## src/rtl/uart_rx.sv

```systemverilog
// 8N1 UART receiver, LSB first, oversampled by the system clock.
// One-cycle done / frame_err strobes; out holds the last good byte.
module uart_rx #(
  parameter int CLKS_PER_BIT = 87
) (
  input  logic       clk,
  input  logic       rst,
  input  logic       rx,
  output logic [7:0] out,
  output logic       done,
  output logic       frame_err,
  output logic       busy
);

  localparam int HALF = CLKS_PER_BIT / 2;
  localparam int CW   = $clog2(CLKS_PER_BIT) + 1;

  localparam logic [CW-1:0] HALF_M1 = CW'(HALF - 1);
  localparam logic [CW-1:0] BIT_M1  = CW'(CLKS_PER_BIT - 1);

  typedef enum logic [2:0] {
    IDLE,
    START,
    DATA,
    STOP,
    WAIT_IDLE
  } state_t;

  state_t        state_q, state_d;
  logic [CW-1:0] cnt_q, cnt_d;
  logic [2:0]    idx_q, idx_d;
  logic [7:0]    sh_q, sh_d;
  logic [7:0]    out_q, out_d;
  logic          done_q, done_d;
  logic          ferr_q, ferr_d;
  logic          busy_q, busy_d;
  logic          sync1_q, sync1_d;
  logic          rx_s_q, rx_s_d;

  always_comb begin
    state_d = state_q;
    cnt_d   = cnt_q;
    idx_d   = idx_q;
    sh_d    = sh_q;
    out_d   = out_q;
    done_d  = 1'b0;
    ferr_d  = 1'b0;
    sync1_d = rx;
    rx_s_d  = sync1_q;
    unique case (state_q)
      IDLE: begin
        if (!rx_s_q) begin
          state_d = START;
          cnt_d   = '0;
          idx_d   = '0;
        end
      end
      START: begin
        if (cnt_q == HALF_M1) begin
          cnt_d   = '0;
          state_d = rx_s_q ? IDLE : DATA;
        end else begin
          cnt_d = cnt_q + CW'(1);
        end
      end
      DATA: begin
        if (cnt_q == BIT_M1) begin
          cnt_d = '0;
          sh_d  = {rx_s_q, sh_q[7:1]};
          idx_d = idx_q + 3'd1;
          if (idx_q == 3'd7) state_d = STOP;
        end else begin
          cnt_d = cnt_q + CW'(1);
        end
      end
      STOP: begin
        if (cnt_q == BIT_M1) begin
          cnt_d = '0;
          if (rx_s_q) begin
            out_d   = sh_q;
            done_d  = 1'b1;
            state_d = IDLE;
          end else begin
            ferr_d  = 1'b1;
            state_d = WAIT_IDLE;
          end
        end else begin
          cnt_d = cnt_q + CW'(1);
        end
      end
      WAIT_IDLE: begin
        // hold off until the break ends so it cannot look like a start bit
        if (rx_s_q) begin
          state_d = IDLE;
          cnt_d   = '0;
        end
      end
      default: begin
        state_d = IDLE;
        cnt_d   = '0;
      end
    endcase
    busy_d = (state_d != IDLE);
  end

  always_ff @(posedge clk) begin
    if (rst) begin
      state_q <= IDLE;
      cnt_q   <= '0;
      idx_q   <= '0;
      sh_q    <= '0;
      out_q   <= '0;
      done_q  <= 1'b0;
      ferr_q  <= 1'b0;
      busy_q  <= 1'b0;
      sync1_q <= 1'b1;
      rx_s_q  <= 1'b1;
    end else begin
      state_q <= state_d;
      cnt_q   <= cnt_d;
      idx_q   <= idx_d;
      sh_q    <= sh_d;
      out_q   <= out_d;
      done_q  <= done_d;
      ferr_q  <= ferr_d;
      busy_q  <= busy_d;
      sync1_q <= sync1_d;
      rx_s_q  <= rx_s_d;
    end
  end

  assign out       = out_q;
  assign done      = done_q;
  assign frame_err = ferr_q;
  assign busy      = busy_q;

endmodule
```

## config.mk

```make
export PLATFORM = sky130hd
export DESIGN_NAME = uart_rx
export DESIGN_NICKNAME = d
export VERILOG_FILES = /design/src/rtl/uart_rx.sv
export SDC_FILE = /design/constraint.sdc
export NUM_CORES = 1
export LEC_CHECK = 0
export CAP_MARGIN = 20
export CORE_AREA = 2 2 64 66
export CTS_CLUSTER_DIAMETER = 80
export DETAILED_ROUTE_END_ITERATION = 16
export DIE_AREA = 0 0 66 68
export PLACE_DENSITY = 0.75
export RECOVER_POWER = 50
export SLEW_MARGIN = 0
export SYNTH_ARGS = -nofsm -noshare
export SYNTH_HDL_FRONTEND = slang
export SYNTH_SLANG_ARGS = --single-unit
```

## constraint.sdc

```tcl
create_clock -name clk -period 1.7 [get_ports clk]
set_input_delay 0.17 -clock clk [delete_from_list [all_inputs] [get_ports clk]]
set_output_delay 0.17 -clock clk [all_outputs]
set_load 0.05 [all_outputs]
```

After elaboration in Yosys (flattened, before gate mapping):

Cells that the tools add are included.

* register bits: 35
* output and inout port bits: 11
* logic and storage cells: 52

* add/sub/neg operators: 2
* equality and inequality tests: 10
* multiplexer cells: 19
* bitwise logic cells: 2
* reductions and logical operators: 9

Operators by type and width (count)
* 8-bit two-way mux: 4
* 8-bit case mux with 4 select lines: 1
* 3-bit two-way mux: 9
* 3-bit case mux with 5 select lines: 1
* 8-bit by 1-bit adder with 8-bit output, second input constant: 1
* 8-bit by 6-bit equality test with 1-bit output, second input constant: 1
* 8-bit by 7-bit equality test with 1-bit output, second input constant: 1
* 3-bit by 2-bit equality test with 1-bit output, second input constant: 2
* 3-bit equality test, second input constant: 2
* 2-bit != test, second input constant: 3
* 3-bit case mux with 2 select lines: 1
* 3-bit AND reduction: 2
* 2-bit AND reduction: 2
* 3-bit by 1-bit adder with 3-bit output, second input constant: 1
* 3-bit by 1-bit equality test with 1-bit output, second input constant: 1
* 3-bit logical NOT: 1
* 3-bit nonzero test: 1
* 3-bit OR reduction: 1
* 1-bit two-way mux: 2
* 2-bit two-way mux: 1
* 1-bit NOT: 2
* 2-bit nonzero test: 1
* 2-bit OR reduction: 1

Depth between registers and ports, before layout:

Gate-level depths: netlist of run 1.

* depth in word-level cells: 5
* mapped depth: 7
* gate-level depth less buffers: 6

Least setup slack after synthesis of run 1:

No wires, ideal clock.

* path kind: register -> register
* start point: reg cnt_q[0]
* end point: reg busy_q, in the netlist busy
* arrival: 1702 ps
* data required time: 1607 ps
* slack: -95 ps
* stages on the path, launching flop included: 8
* path buffers: 1
* period minus slack after synthesis: 1795 ps
* cell sequence: dfxtp_1 -> inv_1 -> ha_1 -> and3b_1 -> clkbuf_1 -> and2_0 -> mux4_2 -> o311ai_2

* word-level cells in the longest chain between the ends: 4

Ends and longest elaborated chain
* start: declaration: RTL line 30 `logic [CW-1:0] cnt_q, cnt_d;`
* start signal: assignment: RTL line 120 `cnt_q <= cnt_d;`
* 8-bit by 7-bit equality test with 1-bit output or 8-bit by 6-bit equality test with 1-bit output (tied branches): RTL line 67, 77, 59
* 3-bit two-way mux (on tied branches): RTL line 77, 59, 67
* 3-bit case mux with 5 select lines *: RTL line 50 `unique case (state_q)`
* 3-bit nonzero test *: RTL line 103 `busy_d = (state_d != IDLE);`
* end signal: assignment: RTL line 126 `busy_q <= busy_d;`
* end: declaration: RTL line 36 `logic busy_q, busy_d;`

Mark *: on every way between the ends. The rest lies on a longest branch, timed or not.
A chain may end at the register's enable or synchronous reset.

Worst setup path after layout of run 1:

* start point: reg cnt_q[5]
* end point: reg state_q[0]

* word-level cells in the longest chain between the ends: 3

Ends and longest elaborated chain
* 8-bit by 7-bit equality test with 1-bit output or 8-bit by 6-bit equality test with 1-bit output (tied branches): RTL line 67, 77, 59
* 3-bit two-way mux (on tied branches): RTL line 77, 59, 67
* 3-bit case mux with 5 select lines *: RTL line 50
* end signal: assignment: RTL line 119 `state_q <= state_d;`
* end: declaration: RTL line 29 `state_t state_q, state_d;`

Marked as above.

==> impl_metrics.json, run 1 <==
{
  "end_kind": "flip-flop",
  "hp-class": "reg -> reg",
  "rsz0062_at_grt": "true",
  "synthFlopType": "dfxtp_1",
  "yosysSeqAreaShare_pct": 42.07,
  "clock_path_buffers": 2,
  "synth-edff-count": 0,
  "reg2reg_depth": 5,
  "synth_top_cell_area_share_pct": 42.07,
  "wl_um": 3433,
  "drive_gt1_share_pct": 25.71,
  "synth.avg_cell_area_um2": 9.356,
  "detail-route-antenna-nets": 0,
  "num_vias": 1332,
  "viasPerCell": 5.123,
  "async_flop_share_pct": 0,
  "multiInputGateArea_um2": 884.6,
  "antenna_found_initial": 0,
  "hold_viol_final": 0,
  "worst_pin_slew_ps": 521.8,
  "cts_tree": "built",
  "pwr-share-seq_pct": 45.9,
  "slew_viol_final": 0,
  "yosys_register_bits": 35,
  "drv_cap": 0,
  "globalplace.congestion": 0.9091,
  "fill_cells": 342,
  "nets": 216,
  "slew-limit-headroom_pct": 65.10,
  "io-pin-count": 14,
  "drtPass1Iterations": 5,
  "p_clk_share_pct": 48.7,
  "ys_warn_count": 0,
  "grt_pass1_vias": 1212,
  "timing_worst_setup_path_type": "reg -> reg",
  "intPower_mw": 1.459,
  "grt_usage_pct": 16.42,
  "critPathLaunchType": "flip-flop",
  "cts_root_buf": "clkbuf_8",
  "setup_viol": 0,
  "clock.fmax_mhz": 588.5,
  "cp_data_required_time_ps": 1910,
  "outcome": "completed",
  "grt_max_degree": 17,
  "overflow": 0,
  "first_iter_violations": 127,
  "finalCritPeriodShare_pct": 99.95,
  "cts_sinks": 35,
  "synth.area.top_cells": "dfxtp_1 (42%), mux2i_1 (11%), nor2_1 (5.4%), ha_1 (3.0%), buf_2 (2.4%)",
  "cp_top_family": "simple AND/OR/NAND/NOR gates",
  "worstSetupPathDepth": 5,
  "switchingPower_uw": 353.4,
  "die_area_um2": 4488,
  "syn_area_um2": 1665,
  "cp.arrival_ps": 1900,
  "crit_chain": "and4bb_2 -> and2_1 -> mux4_2 -> buf_4 -> nor3_2",
  "pwr-share-comb_pct": 5.4,
  "power_leakage_nw": 0.9503,
  "p_per_area_nw_per_um2": 843.3,
  "seqCellArea_um2": 705.7,
  "cp_slowest_cell": "mux4_2",
  "p_sw_share_pct": 19.50,
  "clk_pin_slew_ps": 70,
  "cts_made_buffers": 5,
  "path_max_fanout": 5,
  "portBuffers": 13,
  "ys_types": 44,
  "fin_util_pct": 55.74,
  "cp_slowest_stage_delay_ps": 490,
  "postSynthNetCount": 185,
  "die_h_um": 68,
  "drc": 0,
  "final_cell_area_um2": 2150,
  "die_width_um": 66,
  "dpl_cell_area_um2": 1963,
  "num_antenna_cells": 0,
  "initial_core_util_pct": 43.19,
  "wl_per_cell_um": 13.20,
  "htreeDepth": 2,
  "syn_to_final_growth_pct": 29.08,
  "dp_hpwl_um": 2331,
  "peakVddDrop_mv": 0.4425,
  "grt_first_pass_wirelength_um": 5595,
  "fin_crit_ps": 1699,
  "synth_top_area_cell": "dfxtp_1",
  "hold_depth": 1,
  "clkLatencyLatePin_ps": 280,
  "crit_buf_inv": 1,
  "syn_inst": 178,
  "skew_ps": 5.263,
  "rows": 23,
  "core_area_um2": 3856
}
==> state kept, by name, indices dropped and copies added, names as in the netlist <==
signal / flops
busy: 1
sh_q: 8
rx_s_d: 1
rx_s_q: 1
cnt_q: 8
done: 1
frame_err: 1
state_q: 3
out: 8
idx_q: 3
==> what timing repair did <==
| action | in CTS | in global routing |
|---|---|---|
| gates resized for setup | 2 | 5 |
| hold buffers | 0 | 0 |
| pin swaps | 4 | 1 |
| buffers inserted | 2 | 2 |
| endpoints found under the hold margin | 0 | 0 |
| cloned | 0 | 0 |
| setup endpoints to repair | 1 | 2 |
==> cell families (layout without fill, tap and decap cells) <==
kind of cell | Yosys count | after routing | share of synthesized area, %
and+or+nand+nor | 73 | 73 | 23.52
muxes | 20 | 20 | 12.85
DFF | 35 | 35 | 42.07
adders and majority gates | 4 | 4 | 3.005
buffers and inverters | 21 | 53 | 6.462
AOI/OAI and AO/OA | 22 | 22 | 10.07
xor gates and xnor gates | 3 | 3 | 2.029
==> path summary, 6_finish.rpt <==
path	start	endpoint	slack [ps]
hold reg to reg	rx_s_d$_SDFF_PP1_	rx_s_q$_SDFF_PP1_	410
setup reg to reg	cnt_q[5]$_SDFFE_PP0P_	state_q[0]$_SDFF_PP0_	0.9
hold / removal	rx_s_d$_SDFF_PP1_	rx_s_q$_SDFF_PP1_	410
setup / recovery	cnt_q[5]$_SDFFE_PP0P_	state_q[0]$_SDFF_PP0_	0.9
==> Yosys cell counts (2+ instances only) <==
master     n
clkbuf_1   5
mux2i_1   18
nor2_1    24
xnor2_1    2
nor3b_1    3
a21oi_1    6
or2_2      2
buf_6      2
nand4_1    2
nand3_1    7
nand2b_1   2
inv_1      5
nand3b_1   3
dfxtp_1   35
a211oi_1   4
nor2b_1    3
nor3_1     5
buf_2      8
and3b_1    2
ha_1       4
nor4_1     2
o22ai_1    3
nand2_1   10
==> layer usage <==
| metal | global-route usage (%) | wire [µm] | vias to the layer above |
|---|---|---|---|
| li1 | - | - | 683 |
| met1 | 20.22 | 1562 | 629 |
| met2 | 27.27 | 1756 | 18 |
| met3 | 3.454 | 84 | 2 |
| met4 | 8.418 | 29 | 0 |
| met5 | 0 | 0 | - |
==> power by group through the flow <==
stage	registers (mW)	clock network, mW	logic (mW)
CTS	0.832	0.895	0.0913
global placement	0.850	0	0.0830
finish	0.831	0.883	0.0984
global route	0.832	0.930	0.107
floorplan	0.852	0	0.0540
detailed placement	0.851	0	0.0835
==> placed cells by master, fill, tap and decap left out, types with 3 or more instances in the layout <==
cell type and count:
dfxtp_1 31, buf_4 26, nor2_1 24, mux2i_1 18, clkdlybuf4s50_1 13, nand2_1 10
nand3_1 7, a21oi_1 6, clkbuf_8 5, a211oi_1 4, inv_1 4, dfxtp_2 4
nand3b_1 3, nor2b_1 3, nor3_1 3, o22ai_1 3, ha_1 3
==> through the flow <==
step                hold WS [ps]  setup TNS, ps  power, mW  setup slack (ps)  std cells
floorplan                  273.8         -24.25     0.9063            -24.25        178
global placement           398.1              0     0.9335             58.43        248
detailed placement         394.5              0     0.9343             3.151        248
CTS                        411.5         -5.779      1.818            -5.779        258
global route               431.9         -152.8      1.869            -94.21        260
finish                     410.4              0      1.813            0.8866        260
==> cell type report <==
| type | count | area share (%) |
|---|---|---|
| Sequential cell | 35 | 32.83 |
| Inverter | 5 | 0.8731 |
| Timing Repair Buffer | 40 | 16.07 |
| Tap cell | 50 | 2.910 |
| Clock inverter | 2 | 2.794 |
| Multi-Input combinational cell | 122 | 41.15 |
| Clock buffer | 6 | 3.376 |
No activity file was read; power rests on OpenSTA's default activity.
==> run 2: changes to the inputs <==
==> constraint.sdc (replaced) <==
create_clock -name clk -period 1.4 [get_ports clk]
set_input_delay 0.14 -clock clk [delete_from_list [all_inputs] [get_ports clk]]
set_output_delay 0.14 -clock clk [all_outputs]
set_load 0.05 [all_outputs]
==> impl_metrics.json, run 2 (same netlist as run 1, synthesis figures left out) <==
{
  "final_cells": 275,
  "drc": 0,
  "cts_root_buf": "clkbuf_8",
  "intPower_mw": 1.778,
  "grt_max_degree": 13,
  "worst_slack_ps": -241.1,
  "pwr-share-comb_pct": 6.2,
  "m1WireLength_um": 1665,
  "nets": 231,
  "critPathLaunchType": "flip-flop",
  "p_per_area_nw_per_um2": 933.9,
  "die_area_um2": 4488,
  "globalplace.congestion": 0.8271,
  "die_h_um": 68,
  "cp_data_required_time_ps": 1590,
  "setup_tns_ps": -3387,
  "layout_commonest_cell": "buf_4",
  "hold_viol_final": 0,
  "skew_ps": 2.768,
  "switchingPower_uw": 429.8,
  "crit_buf_inv": 1,
  "holdBufCountCts": 0,
  "core_area_um2": 3856,
  "reg2reg_depth": 6,
  "drtPass1Iterations": 4,
  "clkLatencyLatePin_ps": 280,
  "finalCritPeriodShare_pct": 117.2,
  "drv_cap": 0,
  "viasPerCell": 5.291,
  "fin_util_pct": 61.29,
  "dp_hpwl_um": 2748,
  "grt_pass1_vias": 1420,
  "timing_worst_setup_path_type": "reg -> reg",
  "seqCellArea_um2": 710.7,
  "multiInputGateArea_um2": 1012,
  "grt_first_pass_wirelength_um": 6561,
  "slew-limit-headroom_pct": 59.85,
  "cp_slowest_cell": "mux4_2",
  "grt_usage_pct": 19.39,
  "dr_wl_met3_um": 111,
  "cp_slowest_stage_delay_ps": 480,
  "initial_core_util_pct": 43.19,
  "worst_pin_slew_ps": 604.8,
  "rows": 23,
  "clk_pin_slew_ps": 70,
  "first_iter_violations": 65,
  "fin_hold_ws_ps": 410.8,
  "antenna_found_initial": 0,
  "end_kind": "flip-flop",
  "setup_viol": 31,
  "power_leakage_nw": 1.080,
  "outcome": "finished, violations left",
  "htreeDepth": 2,
  "clock_path_buffers": 2,
  "dp_slack_ps": -228.1,
  "syn_to_final_growth_pct": 41.92,
  "peakVddDrop_mv": 0.3826,
  "io-pin-count": 14,
  "p_clk_share_pct": 48.1,
  "path_max_fanout": 3,
  "hold_depth": 1,
  "wl_per_cell_um": 14.26,
  "die_width_um": 66,
  "slew_viol_final": 0,
  "num_antenna_cells": 0,
  "power_mw": 2.207,
  "hp-class": "reg -> reg",
  "cp_top_family": "multiplexers",
  "overflow": 0,
  "dp.cells": 266,
  "final_cell_area_um2": 2364,
  "detail-route-antenna-nets": 0,
  "met2_length_um": 2110,
  "fin_crit_ps": 1641,
  "cts_sinks": 35,
  "num_vias": 1455,
  "pwr-share-seq_pct": 45.6,
  "violations": "negative setup slack",
  "clock.fmax_mhz": 609.3,
  "cp.arrival_ps": 1840,
  "crit_chain": "inv_2 -> ha_4 -> and3b_1 -> and2_0 -> mux4_2 -> o311ai_2",
  "routed.top_layer": "met4",
  "cts_made_buffers": 5,
  "portBuffers": 13,
  "cts_tree": "built",
  "p_sw_share_pct": 19.47,
  "worstSetupPathDepth": 6,
  "final_cell_mix": "buf_4 (39), dfxtp_1 (29), nor2_1 (23)",
  "wl_um": 3922,
  "fill_cells": 330,
  "dpl_cell_area_um2": 2088,
  "drive_gt1_share_pct": 40.44,
  "rsz0062_at_grt": "true"
}
run 2: cell count changes in the layout (fill, tap and decap cells not counted), sizes merged:
cell | before | now
clkbuf | 6 | 13
buf | 27 | 46
clkdlybuf4s50 | 13 | 2
run 2: worst paths after layout:
kind,start,to,slack [ps]
setup / recovery,cnt_q[0]$_SDFFE_PP0P_,busy$_SDFF_PP0_,-240
hold / removal,rx_s_d$_SDFF_PP1_,rx_s_q$_SDFF_PP1_,410
setup reg to reg,cnt_q[0]$_SDFFE_PP0P_,busy$_SDFF_PP0_,-240
hold reg to reg,rx_s_d$_SDFF_PP1_,rx_s_q$_SDFF_PP1_,410
run 2: power by group through the flow:
stage	combinational (mW)	clock, mW	sequential, mW
floorplan	0.0693	0	1.04
global placement	0.120	0	1.03
detailed placement	0.121	0	1.03
CTS	0.131	1.09	1.01
global route	0.148	1.14	1.01
finish	0.137	1.06	1.01
run 2: what timing repair did:
action	in CTS	in global routing
endpoints found under the hold margin	0	0
gates resized for setup	21	14
setup buffers	2	0
pin swaps	9	6
endpoints found under the setup margin	31	33
run 2: cell type report:
| type | instances | area share, % |
|---|---|---|
| multi-input cells | 122 | 42.83 |
| flip-flops and latches | 35 | 30.07 |
| repair buffers | 55 | 18.05 |
| clock buffers | 6 | 3.070 |
| well taps | 50 | 2.647 |
| clock inverters | 2 | 2.541 |
| inverters | 5 | 0.7941 |
run 2: per-layer routing:
metal / up-vias / GRT usage [%]
met5: - / 0
met3: 4 / 6.086
li1: 711 / -
met1: 719 / 22.54
met2: 21 / 33.59
met4: 0 / 7.398
==> run 3: changes to the inputs <==
--- a/config.mk
+++ b/config.mk
@@ -5,7 +5,7 @@
 export SDC_FILE = /design/constraint.sdc
 export NUM_CORES = 1
 export LEC_CHECK = 0
-export CAP_MARGIN = 20
+export CAP_MARGIN = 15
 export CORE_AREA = 2 2 64 66
 export CTS_CLUSTER_DIAMETER = 80
 export DETAILED_ROUTE_END_ITERATION = 16
==> results of run 3 <==
Final layout, timing and power as in run 2 (identical DEF).
